`src/rtl/spi_controller.sv`:
```
// SPI mode-0 initiator: serialises {rw, addr[6:0], wdata[7:0]} MSB first and captures the last 8 cipo bits.
// One frame in flight; request accepted only in IDLE, response is a single-cycle pulse at frame end.
module spi_controller #(
  parameter int CLK_DIV = 4
) (
  input  logic       clk,
  input  logic       rst_n,
  input  logic       req_valid,
  output logic       req_ready,
  input  logic       req_rw,
  input  logic [6:0] req_addr,
  input  logic [7:0] req_wdata,
  output logic       rsp_valid,
  output logic [7:0] rsp_rdata,
  output logic       busy,
  output logic       sclk,
  output logic       ncs,
  output logic       copi,
  input  logic       cipo
);

  localparam int PW = $clog2(CLK_DIV + 1);
  localparam logic [PW-1:0] PH_LAST = PW'(CLK_DIV - 1);

  localparam logic [2:0] S_IDLE  = 3'd0;
  localparam logic [2:0] S_LEAD  = 3'd1;
  localparam logic [2:0] S_HIGH  = 3'd2;
  localparam logic [2:0] S_LOW   = 3'd3;
  localparam logic [2:0] S_TRAIL = 3'd4;
  localparam logic [2:0] S_GAP   = 3'd5;

  logic [2:0]    state;
  logic [PW-1:0] ph_cnt;
  logic [3:0]    bit_cnt;
  logic [15:0]   tx_sr;
  logic [7:0]    rx_sr;
  logic          cipo_s1;
  logic          cipo_s2;
  logic          phase_done;

  assign phase_done = (ph_cnt == PH_LAST);

  always_ff @(posedge clk or negedge rst_n) begin
    if (!rst_n) begin
      state     <= S_IDLE;
      ph_cnt    <= '0;
      bit_cnt   <= 4'd0;
      tx_sr     <= 16'h0000;
      rx_sr     <= 8'h00;
      cipo_s1   <= 1'b0;
      cipo_s2   <= 1'b0;
      req_ready <= 1'b1;
      busy      <= 1'b0;
      rsp_valid <= 1'b0;
      rsp_rdata <= 8'h00;
      sclk      <= 1'b0;
      ncs       <= 1'b1;
      copi      <= 1'b0;
    end else begin
      cipo_s1   <= cipo;
      cipo_s2   <= cipo_s1;
      rsp_valid <= 1'b0;
      // Every timed phase restarts its counter on entry and leaves on the CLK_DIV-th cycle.
      if (state != S_IDLE) begin
        ph_cnt <= phase_done ? '0 : ph_cnt + 1'b1;
      end
      case (state)
        S_IDLE: begin
          if (req_valid && req_ready) begin
            state     <= S_LEAD;
            tx_sr     <= {req_rw, req_addr, req_wdata};
            copi      <= req_rw;
            ncs       <= 1'b0;
            req_ready <= 1'b0;
            busy      <= 1'b1;
            ph_cnt    <= '0;
            bit_cnt   <= 4'd15;
          end
        end
        S_LEAD, S_LOW: begin
          if (phase_done) begin
            state <= S_HIGH;
            sclk  <= 1'b1;
            rx_sr <= {rx_sr[6:0], cipo_s2};
          end
        end
        S_HIGH: begin
          if (phase_done) begin
            sclk <= 1'b0;
            if (bit_cnt == 4'd0) begin
              state <= S_TRAIL;
            end else begin
              state   <= S_LOW;
              tx_sr   <= tx_sr << 1;
              copi    <= tx_sr[14];
              bit_cnt <= bit_cnt - 4'd1;
            end
          end
        end
        S_TRAIL: begin
          if (phase_done) begin
            state     <= S_GAP;
            ncs       <= 1'b1;
            copi      <= 1'b0;
            rsp_valid <= 1'b1;
            rsp_rdata <= rx_sr;
          end
        end
        S_GAP: begin
          if (phase_done) begin
            state     <= S_IDLE;
            req_ready <= 1'b1;
            busy      <= 1'b0;
          end
        end
        default: state <= S_IDLE;
      endcase
    end
  end

endmodule
```
`config.mk`:
```
export PLATFORM = sky130hd
export DESIGN_NAME = spi_controller
export DESIGN_NICKNAME = d
export VERILOG_FILES = /design/src/rtl/spi_controller.sv
export SDC_FILE = /design/constraint.sdc
export NUM_CORES = 1
export LEC_CHECK = 0
export ABC_AREA = 1
export BUFFER_PORTS_ARGS = -buffer_cell sky130_fd_sc_hd__buf_2
export CORE_MARGIN = 2
export CORE_UTILIZATION = 51
export CTS_CLUSTER_SIZE = 28
export DETAILED_ROUTE_END_ITERATION = 8
export PLACE_DENSITY = 0.82
export SYNTH_ARGS = -nofsm -noshare
export SYNTH_HDL_FRONTEND = slang
export SYNTH_SLANG_ARGS = --single-unit
```
`constraint.sdc`:
```
create_clock -name clk -period 1.33 [get_ports clk]
set_input_delay 0.133 -clock clk [delete_from_list [all_inputs] [get_ports clk]]
set_output_delay 0.133 -clock clk [all_outputs]
set_load 0.02 [all_outputs]
```
# Word-level counts from Yosys, hierarchy flattened
# Cells that the tools add are included.
# W data, S select, Z words.
# classes
muxes	33
eq_ne	12
add_sub_neg	2
n_reduce_logical	18
# op_table
operator	n
$mux W15	3
$mux W3	10
$pmux W15 S2	1
$pmux W3 S5	1
$mux W4	3
$ne A2 B2 Y1 const B	6
$reduce_and A5 Y1	2
$eq A3 B2 Y1 const B	3
$mux W1	9
$reduce_and A3 Y1	3
$pmux W1 S2	4
$pmux W4 S2	1
$reduce_bool A2 Y1	4
$eq A3 B3 Y1 const B	2
$reduce_bool A3 Y1	2
$logic_not A4 Y1	1
$reduce_and A2 Y1	2
$reduce_and A4 Y1	1
$sub A4 B1 Y4 const B	1
$add A3 B1 Y3 const B	1
$eq A3 B1 Y1 const B	1
$logic_not A3 Y1	1
$pmux W1 S3	1
$reduce_or A2 Y1	1
$logic_and A1 B1 Y1	1
# totals
input_bits	20
regBits	49
wordCells	79
out_inout_bits	14

# Longest topological paths before layout
# logic_depth
depth_word	5
mapped_depth	9
depth_no_buf	8

# Worst setup path before layout
# No wires, ideal clock.
# synth_timing
path_type	register -> register
startpoint	register bit_cnt[0]
endpoint	register bit_cnt[1]
path_buffers	1
path_stages_with_launch	9
setup_time_ps	118
setup_slack_ps	-69
required_time_ps	1212
period_less_slack_ps	1399
arrival_time_ps	1281
cell_sequence	dfrtp_1 inv_1 ha_1 nand3_1 nand3_4 nand2_8 buf_12 nor2_2 nor2_2
# synth_between
elab_chain_cells	4
word_cells_on_any_way	7
cone_classes	add/sub: 1; eq/ne: 1; mux: 3; reduce/logical: 2
# synth_rtl
element	line_no	source
from (decl)	34	logic [3:0] bit_cnt;
from (signal assigned)	96	bit_cnt <= bit_cnt - 4'd1;
$sub A4 B1 Y4	96	
$mux W4	90	if (bit_cnt == 4'd0) begin
$mux W4	88	if (phase_done) begin
$pmux W4 S2	67	case (state)
# Several ways; a longest one is shown, not always the timed one. The select of a mux whose other input is x is not followed.
# A chain may end at the register's enable or synchronous reset.

# Final worst setup path
# layout_timing
startpoint	register ph_cnt[1]
endpoint	register tx_sr[13]
# layout_between
elab_chain_cells	3
# layout_rtl
element	line_no	source
from (decl)	33	logic [PW-1:0] ph_cnt;
from (signal assigned)	65	ph_cnt <= phase_done ? '0 : ph_cnt + 1'b1;
$eq A3 B2 Y1	41	assign phase_done = (ph_cnt == PH_LAST);
$ne A2 B2 Y1 (no line)	-	
$reduce_and A4 Y1 (no line)	-	
to (signal assigned)	71	tx_sr <= {req_rw, req_addr, req_wdata};
to (signal assigned)	94	tx_sr <= tx_sr << 1;
to (decl)	35	logic [15:0] tx_sr;
# Every way passes these cells.

==> results.toml <==
[critical_path]
critPathCaptureType = "register"
rr_startpoint = "ph_cnt[1]"
startpoint = "ph_cnt[1]"
crit_required_ps = 1560
worst_setup_path_start_kind = "register"
path_class = "register to register"
cp.arrival_ps = 1710
cp_max_fo = 6

[detailed_routing]
vias = 2141
via_per_inst = 5.462
ant_nets = 0
drc = 0
detail_route.wl_per_cell_um = 16.11
routed_wl_mm = 6.316
drtIter0Drc = 194
firstDrtPassIters = 4

[final_layout]
drive_gt1_frac = 0.4618
n_fill_cell = 282
final_common_cell = "nand2_1"
final_cell_mix = "57 x nand2_1, 44 x dfrtp_1, 33 x buf_2, 30 x inv_1, 26 x buf_4"
synthToLayoutAreaGrowth_pct = 36.68
antenna_cells = 0
fin_nets = 361

[yosys]
syn-cell-area_sq_mm = 0.002367
synth_top_family_by_area = "simple AND/OR/NAND/NOR gates"
synth_xor_area_frac = 0
yosysWarnings = 0
synth_top_cell_by_area = "dfrtp_1"
synth_top_area_frac = 0.4968
synth.area.mux_share = 0
synth_seq_cells = 49
synth_nets = 289
synthTopCellsByArea = "dfrtp_1 50%, nand2_1 12%, o21ai_0 6.8%"
synth-compound-area-share = 0.1390
syn-instance-count = 267
ys_types = 29
syn_avg_cell_area_sq_um = 8.866
synthSimpleGateAreaFrac = 0.2357
synth_adder_area_share = 0.01057
synth-seq-area-share = 0.5190

[cts]
htree_levels = 2
cts_sinks = 49
clk_pin_slew_ps = 80
cts_tree = "done"
cts_root_buf = "clkbuf_8"
cts_made_buffers = 5
clock_latency_ps = 300
clk_path_buf_depth = 2

[power]
cellLeakagePower_nw = 1.655
power_density_mw_per_mm2 = 1473
finalPower_mw = 4.765
ir_drop_uv = 974.9

[timing]
setup_viol = 42
slew_violations = 0
rsz0062_at_grt = "true"
hold_viol = 0
period_minus_slack_ps = 1483
tightest_slew_ps = 285.3
fin_ws_ps = -153.4
timing.final.crit_share = 1.115
whs_ps = 102.2
skew_ps = 7.875
fmax_ghz = 0.6741
relSlewSlack = 0.8098

[floorplanning]
dieArea_sq_mm = 0.005203
ios = 34
core_sq_mm = 0.004414
die_h_um = 72.13
start_util = 0.5363
row_count = 24
fp.dieW_um = 72.13

[grt]
track_usage = 0.2160
grt-ovfl-total = 0
grt_pass1_wl_mm = 8.700
grt_pass1_vias = 1909
grt_max_degree = 29
antenna_found_initial = 0

[hold_path]
hold_start = "req_wdata[0]"
hp-class = "primary input to register"

[flow_run]
maxCapViolations = 0

[status]
status = "finished with violations"
violations = "negative setup slack"

[place]
portBuffers = 33
dp_hpwl_mm = 3.358
gp_congestion = 0.8913
registers in the layout (all words and copies together), names as in the netlist, 3 cells and up:
signal	count
ph_cnt	3
rx_sr	8
state	3
tx_sr	15
rsp_rdata	8
bit_cnt	4
kinds of logic after synthesis:
kind of cell,after synthesis
AO/OA/AOI/OAI,52
buffers and inverters,47
flip-flops,49
AND/OR/NAND/NOR,117
adder cells (fa/ha/maj),2
metal layers:
metal	global-route usage	share of wire	vias up	routed length, um
li1	-	-	998	-
met1	0.2869	0.42	1040	2627
met2	0.3486	0.50	85	3177
met3	0.04306	0.051	18	323
met4	0.08805	0.030	0	187
met5	0	0	-	0
what timing repair did:
action | in CTS | in global routing
endpoints found under the setup margin | 40 | 45
setup buffers | 4 | 5
cloned | 3 | 4
endpoints found under the hold margin | 37 | 0
hold buffers | 2 | 0
gates resized for setup | 29 | 53
pin swaps | 13 | 13
power breakdown:
group	leakage (nW)	total (mW)	internal (mW)	switching [mW]
sequential	0.594	1.85	1.71	0.140
clock	0.0574	1.11	0.612	0.502
combinational	1.00	1.80	0.716	1.09
stage by stage:
stage	utilization	worst slack, ps	std cells	TNS, ps	cell area, sq um
after floorplan	-	1.449	267	0	2385
after global placement	0.6159	-32.98	366	-556.7	2719
after detailed placement	0.6159	-160.8	366	-3459	2719
after CTS	0.6789	-78.07	383	-2008	2997
after global routing	0.7330	-184.4	392	-6105	3236
final	0.7330	-153.4	392	-4355	3236
worst max-delay path: stages (launching register included):
cell	delay, ps
dfrtp_1	390
ha_2	210
inv_2	50
nor2_4	220
nand3_4	120
buf_12	180
nand2_4	90
nand2_1	90
o21ai_2	70
cells in the mapped netlist:
master / number
or2_2: 1
buf_8: 1
nand3_4: 1
nand2_2: 1
nand3_1: 16
nand2_1: 78
inv_1: 36
buf_12: 1
nand2_8: 1
o21bai_1: 1
a211oi_1: 1
inv_4: 1
nor2_8: 1
o21ai_2: 16
o21ai_0: 32
a21oi_1: 1
buf_6: 2
inv_2: 1
nor2_1: 9
nand2_4: 2
clkbuf_1: 1
nand4_1: 2
a22o_1: 1
dfstp_2: 2
dfrtp_1: 47
buf_2: 4
ha_1: 2
nor2_2: 2
nor2_4: 3
path summary, 6_finish.rpt:
kind | end | slack (ps) | depth (start not counted)
worst max-delay path | tx_sr[13] | -150 | 8
worst min-delay path | tx_sr[0] | 100 | 3
worst max register to register | tx_sr[13] | -150 | 8
worst min register to register | cipo_s2 | 380 | 0
max in group asynchronous | req_ready | 570 | 3
min in group asynchronous | rx_sr[1] | 230 | 2
cell type report:
type,instances,area [sq um],area share
flip-flops and latches,49,1232,0.3809
multi-input cells,178,1207,0.3732
repair buffers,67,465.4,0.1439
inverters,38,145.1,0.04486
clock buffers,6,82.58,0.02552
well taps,52,65.06,0.02011
clock inverters,2,37.54,0.01160
Power figures use the tool's default switching activity.
